===== src/rtl/alu_pkg.sv =====
// ---------------------------------------------------------------------------
// alu_pkg
// Shared constants for the ALU decoder and the multi-cycle execution unit:
//   - ALU_ADD..ALU_AND : 4-bit ALU control codes produced by the decoder
//   - ALUOP_*          : 2-bit ALUOp class constants from the main controller
//   - ALU_XLEN         : operand/result width
//   - ALU_SHAMT_W      : shift-amount width (taken from src_b low bits)
//   - state_e          : execution-unit FSM states
//   - shift_mode_e     : shift direction/fill selector for alu_shift_unit
// ---------------------------------------------------------------------------
package alu_pkg;

   localparam int ALU_XLEN    = 32;
   localparam int ALU_SHAMT_W = 5;

   localparam logic [3:0] ALU_ADD  = 4'd0;
   localparam logic [3:0] ALU_SUB  = 4'd1;
   localparam logic [3:0] ALU_SLL  = 4'd2;
   localparam logic [3:0] ALU_SLT  = 4'd3;
   localparam logic [3:0] ALU_SLTU = 4'd4;
   localparam logic [3:0] ALU_XOR  = 4'd5;
   localparam logic [3:0] ALU_SRL  = 4'd6;
   localparam logic [3:0] ALU_SRA  = 4'd7;
   localparam logic [3:0] ALU_OR   = 4'd8;
   localparam logic [3:0] ALU_AND  = 4'd9;

   // ALUOp classes driven by the main controller into the ALU decoder.
   localparam logic [1:0] ALUOP_MEM    = 2'b00;  // address add
   localparam logic [1:0] ALUOP_BRANCH = 2'b01;  // compare via subtract
   localparam logic [1:0] ALUOP_FUNCT  = 2'b10;  // decode funct3/funct7

   typedef enum logic [1:0] {
      IDLE  = 2'd0,
      SHIFT = 2'd1,
      DONE  = 2'd2
   } state_e;

   typedef enum logic [1:0] {
      SH_LL = 2'd0,
      SH_RL = 2'd1,
      SH_RA = 2'd2
   } shift_mode_e;

   function automatic logic is_shift_op(input logic [3:0] code);
      return (code == ALU_SLL) || (code == ALU_SRL) || (code == ALU_SRA);
   endfunction

   function automatic shift_mode_e shift_mode_of(input logic [3:0] code);
      case (code)
         ALU_SRL: return SH_RL;
         ALU_SRA: return SH_RA;
         default: return SH_LL;
      endcase
   endfunction

endpackage


===== src/rtl/alu_shift_unit.sv =====
// ---------------------------------------------------------------------------
// alu_shift_unit
// Shifter for the execution unit. Default build: iterative, one bit per
// cycle. With ALU_EXEC_SEQ_FAST_SHIFT_EN defined: combinational barrel
// shifter that always finishes in the start cycle.
// Ports:
//   clk, rst   : clock, asynchronous active-high reset
//   start      : latch data_in/shamt_in/mode (one-cycle pulse)
//   mode       : SH_LL / SH_RL / SH_RA
//   data_in    : value to shift
//   shamt_in   : shift amount
//   busy       : shift in progress (counter non-zero)
//   done       : result is final this cycle; caller registers it
//   result     : shifted value, valid while done is high
// ---------------------------------------------------------------------------
module alu_shift_unit
   import alu_pkg::*;
#(
   parameter int XLEN    = ALU_XLEN,
   parameter int SHAMT_W = ALU_SHAMT_W
) (
   input  logic               clk,
   input  logic               rst,
   input  logic               start,
   input  shift_mode_e        mode,
   input  logic [XLEN-1:0]    data_in,
   input  logic [SHAMT_W-1:0] shamt_in,
   output logic               busy,
   output logic               done,
   output logic [XLEN-1:0]    result
);

`ifdef ALU_EXEC_SEQ_FAST_SHIFT_EN

   // Kept so the port shape matches the iterative build; never set.
   logic busy_q;

   always_ff @(posedge clk or posedge rst) begin
      if (rst) busy_q <= 1'b0;
      else     busy_q <= 1'b0;
   end

   always_comb begin
      result = data_in;
      case (mode)
         SH_LL:   result = data_in << shamt_in;
         SH_RL:   result = data_in >> shamt_in;
         SH_RA:   result = $unsigned($signed(data_in) >>> shamt_in);
         default: result = data_in;
      endcase
   end

   assign busy = busy_q;
   assign done = start;

`else

   logic [XLEN-1:0]    data_q;
   logic [SHAMT_W-1:0] cnt_q;
   shift_mode_e        mode_q;

   function automatic logic [XLEN-1:0] step(input logic [XLEN-1:0] d,
                                            input shift_mode_e     m);
      case (m)
         SH_RL:   return {1'b0, d[XLEN-1:1]};
         SH_RA:   return {d[XLEN-1], d[XLEN-1:1]};
         default: return {d[XLEN-2:0], 1'b0};
      endcase
   endfunction

   // NOTE: sequential state uses non-blocking assignments so every register
   // samples the pre-edge values, independent of statement order.
   always_ff @(posedge clk or posedge rst) begin
      if (rst) begin
         data_q <= '0;
         cnt_q  <= '0;
         mode_q <= SH_LL;
      end else if (start) begin
         data_q <= data_in;
         cnt_q  <= shamt_in;
         mode_q <= mode;
      end else if (cnt_q != '0) begin
         data_q <= step(data_q, mode_q);
         cnt_q  <= cnt_q - SHAMT_W'(1);
      end
   end

   // A zero shift finishes in the start cycle; otherwise the edge that takes
   // the counter from 1 to 0 performs the last step, so its output is final.
   assign busy   = (cnt_q != '0);
   assign done   = (start && (shamt_in == '0)) || (cnt_q == SHAMT_W'(1));
   assign result = start ? data_in : step(data_q, mode_q);

`endif

endmodule


===== src/rtl/alu_exec_seq.sv =====
// ---------------------------------------------------------------------------
// alu_exec_seq
// Multi-cycle execution unit between register read and writeback/branch.
// Non-shift ops complete in one cycle; shifts go through alu_shift_unit
// (iterative by default, barrel when ALU_EXEC_SEQ_FAST_SHIFT_EN is defined).
// Ports:
//   clk, rst    : clock, asynchronous active-high reset
//   in_valid    : operation offered       in_ready  : operation accepted
//   alu_control : 4-bit ALU code (alu_pkg ALU_*; 10-15 act as ADD)
//   src_a/src_b : operands (shift amount in src_b[4:0])
//   out_valid   : result available        out_ready : consumer takes result
//   result      : registered result       zero      : registered result==0
// ---------------------------------------------------------------------------
module alu_exec_seq
   import alu_pkg::*;
#(
   parameter int XLEN    = ALU_XLEN,
   parameter int SHAMT_W = ALU_SHAMT_W
) (
   input  logic            clk,
   input  logic            rst,
   input  logic            in_valid,
   output logic            in_ready,
   input  logic [3:0]      alu_control,
   input  logic [XLEN-1:0] src_a,
   input  logic [XLEN-1:0] src_b,
   output logic            out_valid,
   input  logic            out_ready,
   output logic [XLEN-1:0] result,
   output logic            zero
);

   state_e          state_q, state_d;
   logic [XLEN-1:0] result_q, load_val, alu_val;
   logic            zero_q, load, accept;
   logic            sh_start, sh_busy, sh_done;
   logic [XLEN-1:0] sh_result;

   alu_shift_unit #(.XLEN(XLEN), .SHAMT_W(SHAMT_W)) u_shift (
      .clk      (clk),
      .rst      (rst),
      .start    (sh_start),
      .mode     (shift_mode_of(alu_control)),
      .data_in  (src_a),
      .shamt_in (src_b[SHAMT_W-1:0]),
      .busy     (sh_busy),
      .done     (sh_done),
      .result   (sh_result)
   );

   // Shift codes never reach this result (they are routed to the shifter),
   // so they share the ADD fallback with codes 10-15.
   always_comb begin
      case (alu_control)
         ALU_SUB:  alu_val = src_a - src_b;
         ALU_SLT:  alu_val = {{(XLEN-1){1'b0}}, ($signed(src_a) < $signed(src_b))};
         ALU_SLTU: alu_val = {{(XLEN-1){1'b0}}, (src_a < src_b)};
         ALU_XOR:  alu_val = src_a ^ src_b;
         ALU_OR:   alu_val = src_a | src_b;
         ALU_AND:  alu_val = src_a & src_b;
         default:  alu_val = src_a + src_b;
      endcase
   end

   always_ff @(posedge clk or posedge rst) begin
      if (rst) state_q <= IDLE;
      else     state_q <= state_d;
   end

   // NOTE: every signal written here gets a default first, so no path through
   // the case can leave one unassigned and infer a latch.
   always_comb begin
      state_d  = state_q;
      load     = 1'b0;
      load_val = alu_val;
      sh_start = 1'b0;
      in_ready = (state_q == IDLE) || ((state_q == DONE) && out_ready);
      accept   = in_valid && in_ready;

      case (state_q)
         IDLE, DONE: begin
            if (accept) begin
               if (is_shift_op(alu_control)) begin
                  sh_start = 1'b1;
                  if (sh_done) begin
                     load     = 1'b1;
                     load_val = sh_result;
                     state_d  = DONE;
                  end else begin
                     state_d  = SHIFT;
                  end
               end else begin
                  load    = 1'b1;
                  state_d = DONE;
               end
            end else if (state_q == DONE && out_ready) begin
               state_d = IDLE;
            end
         end
         SHIFT: begin
            if (sh_done) begin
               load     = 1'b1;
               load_val = sh_result;
               state_d  = DONE;
            end else if (!sh_busy) begin
               state_d  = IDLE;  // shifter lost its operation; recover
            end
         end
         default: state_d = IDLE;
      endcase
   end

   always_ff @(posedge clk or posedge rst) begin
      if (rst) begin
         result_q <= '0;
         zero_q   <= 1'b1;
      end else if (load) begin
         result_q <= load_val;
         zero_q   <= (load_val == '0);
      end
   end

   assign out_valid = (state_q == DONE);
   assign result    = result_q;
   assign zero      = zero_q;

endmodule


===== config.mk =====
export PLATFORM = sky130hd
export DESIGN_NAME = alu_exec_seq
export DESIGN_NICKNAME = d
export VERILOG_FILES = /design/src/rtl/alu_pkg.sv /design/src/rtl/alu_shift_unit.sv /design/src/rtl/alu_exec_seq.sv
export SDC_FILE = /design/constraint.sdc
export NUM_CORES = 1
export LEC_CHECK = 0
export CELL_PAD_IN_SITES_DETAIL_PLACEMENT = 1
export CELL_PAD_IN_SITES_GLOBAL_PLACEMENT = 1
export CORE_MARGIN = 4
export CORE_UTILIZATION = 40
export CTS_CLUSTER_DIAMETER = 60
export DETAILED_ROUTE_END_ITERATION = 7
export GPL_TIMING_DRIVEN = 0
export PLACE_DENSITY_LB_ADDON = 0.1
export SYNTH_ARGS = -nofsm -noshare
export SYNTH_HDL_FRONTEND = slang
export SYNTH_SLANG_ARGS = --single-unit

===== constraint.sdc =====
create_clock -name clk -period 4.55 [get_ports clk]
set_input_delay 0.91 -clock clk [delete_from_list [all_inputs] [get_ports clk]]
set_output_delay 0.91 -clock clk [all_outputs]
set_load 0.02 [all_outputs]

==> metrics.txt <==
status finished, violations left; violated checks negative setup slack; Num Clock Sinks 74; number of vias per cell 6.53; Max Fanout on Critical Path 4; DR iter-0 viols 1,421; Reg clk slew, reported paths 60 ps; I/O Buffers 104; Arrival @ worst endpoint 4980 ps; Placed Instances 1,754; Vias between 10,000 and 15,000; area grow syn2layout 36.8%; Overall Global Routing Usage 0.365; Synth area leader dfrtp_1; post-layout util 0.561; peak supply drop 232 uV; count leader, synth o21ai_0; Post-route DRC 0; die area 0.0267 mm^2; non-filler instance count after layout 1,832; Startpoint Class primary input; CTS Buffer Depth 2; Placed Area roughly 0.011 mm^2; layout cell share with drive strength beyond 1 0.245; gr busiest metal met2; Synth top area share 0.189; Ports 107; sequential area share after synthesis 0.191; synth warn 0; syn_nets 1,504; core area 0.0236 mm^2; grt total ovfl 0; cells after synthesis 1,330; Setup-failing EPs final 2; top_reg_cell synth dfrtp_1; Die Width 164 um; first-pass GRT wire length 74.6 mm; CTS Buf Count 9; drt pass-1 iters 5; Nets 1,682; H-tree depth 3; slowest CP cell or4b_4; PnR worst setup slack -169 ps; met2 Track Usage GR 0.568; # hold bufs at CTS 0; clock skew 13.7 ps; register bit count reported by yosys 74; TritonCTS clock tree built; Post-Place Setup Slack -2050 ps; Post-Syn Area 0.00968 mm^2; Commonest cells post-synth o21ai_0, nor2_1, nand2_1; Routed WL per cell between 20 and 30 um; Fin. Hold Viols 0; M1 GR Usage 0.487; fin crit period 4720 ps; Setup TNS Final -184 ps; Post-synth ARST share 1.00; Power, Total 5.11 mW; Max Clk Rate 0.212 GHz; Design Area, Final ~0.013 mm^2; largest net degree at the start of global routing between 60 and 70; n_diodes 0; average size of a mapped cell 7.28 um^2; WL final between 50 and 60 mm; initial core utilization 0.410; Critical Path RT between 4000 and 5000 ps; RSZ-0062 raised after global routing true; Leak Pwr 5.58 nW; GPL Wtd Cong slightly above 1; ANT nets after route 0; clock root buffer clkbuf_16; slew at the pin closest to its max-slew limit 1220 ps; DP Wirelength 37.4 mm; CP cell instances buf_12, clkinv_8, ha_4, inv_2, fa_2, nor2b_4, o221ai_4, a211oi_4, buf_6, o31ai_4, a21oi_2, a311o_1, a31oi_4, nand4_1, or4_4, nor4_4, or4b_4, o31ai_2; top post-synthesis cells by area dfrtp_1, ha_1, o21ai_0; antenna violations before repair 0; later-pin clock latency in the skew report 350 ps; Crit Path Class in2reg; max_slew headroom 0.184; Post-synth EDFFs 0; Die Ht 164 um; Max Cap Viol 0; final hold slack 475 ps; fin. max-slew vios 0; largest stage delay on the critical path 510 ps; Tcrit/Tclk final 1.04; Yosys cell types 86; GRT met3 Usage 0.0807; # rows 56; Worst Hold Class reg2reg; pwr dens between 300 and 400 mW/mm^2; vias in the first global route approximately 12,000; CP Capture Type register
where the power goes:
group	leakage (nW)	switching [mW]	internal (mW)
logic	4.49	1.89	1.25
registers	0.930	0.216	0.951
clock network	0.159	0.307	0.497
critical path: cells and delay by family:
family	cells	cell delay [ps]
fa+ha+maj	2	460
buf+inv	4	330
compound gates	7	1650
simple gates	5	1600
timing repair:
action                                  4_1_cts  5_1_grt
endpoints found under the setup margin       34        2
resized for setup                           375       68
buffers inserted                             47       28
pin swaps                                    58       44
flip-flops by register name (all words and copies together) (netlist names):
signal	count
zero	1
u_shift.mode_q	2
u_shift.data_q	32
u_shift.cnt_q	5
result	32
state_q	2
cells in the final DEF (no fill, tap or decap), drive strengths merged, types with 10 or more instances in the layout:
cell           count
a21oi            113
dlygate4sd2       14
a211oi            15
o211ai            18
mux2i             14
clkbuf            75
nand3             20
o22ai             12
nor2b             18
nand4             11
o21ai            137
nand2b            15
clkdlybuf4s50     60
xnor2             24
a221oi            10
buf              103
nand2            115
nor4              15
a22oi             22
mux2              21
ha               100
nor3              42
o31ai             13
dfrtp             73
inv              103
a31oi             13
a221o             19
nor2             131
a21o              17
final timing paths:
kind | start | slack [ps] | depth (start not counted) | to
max reg2reg | u_shift.mode_q[0]$_DFFE_PP0P_ | -130 | 15 | zero$_DFFE_PP1P_
min in group asynchronous | rst | 820 | 2 | result[25]$_DFFE_PP0P_
max | src_a[0] | -170 | 18 | zero$_DFFE_PP1P_
min | result[16]$_DFFE_PP0P_ | 470 | 2 | result[16]$_DFFE_PP0P_
max in group asynchronous | rst | 3150 | 3 | zero$_DFFE_PP1P_
min reg2reg | result[16]$_DFFE_PP0P_ | 470 | 2 | result[16]$_DFFE_PP0P_
metal layers:
layer / routed length, um / vias to the layer above
li1: - / 5214
met1: 20400 / 5847
met2: 22000 / 731
met3: 5310 / 167
met4: 2470 / 0
met5: 0 / -
kinds of logic (layout without fill, tap and decap cells):
group | Yosys count | after routing | share of synthesized area
AO/OA/AOI/OAI | 490 | 490 | 0.337
XOR/XNOR | 26 | 26 | 0.0235
adder cells (fa/ha/maj) | 102 | 102 | 0.133
buffers and inverters | 196 | 379 | 0.0780
flip-flops | 74 | 74 | 0.191
multiplexers | 35 | 35 | 0.0393
AND/OR/NAND/NOR | 407 | 407 | 0.198
final cells by class:
type	instances	area (um^2)
Fill cell	2892	10400
Multi-Input combinational cell	1060	8130
Sequential cell	74	1850
Timing Repair Buffer	180	1610
Buffer	76	485
Inverter	107	437
Tap cell	319	399
Clock buffer	10	239
Clock inverter	6	90.1
Note: power is estimated with default switching activity, not from simulation.
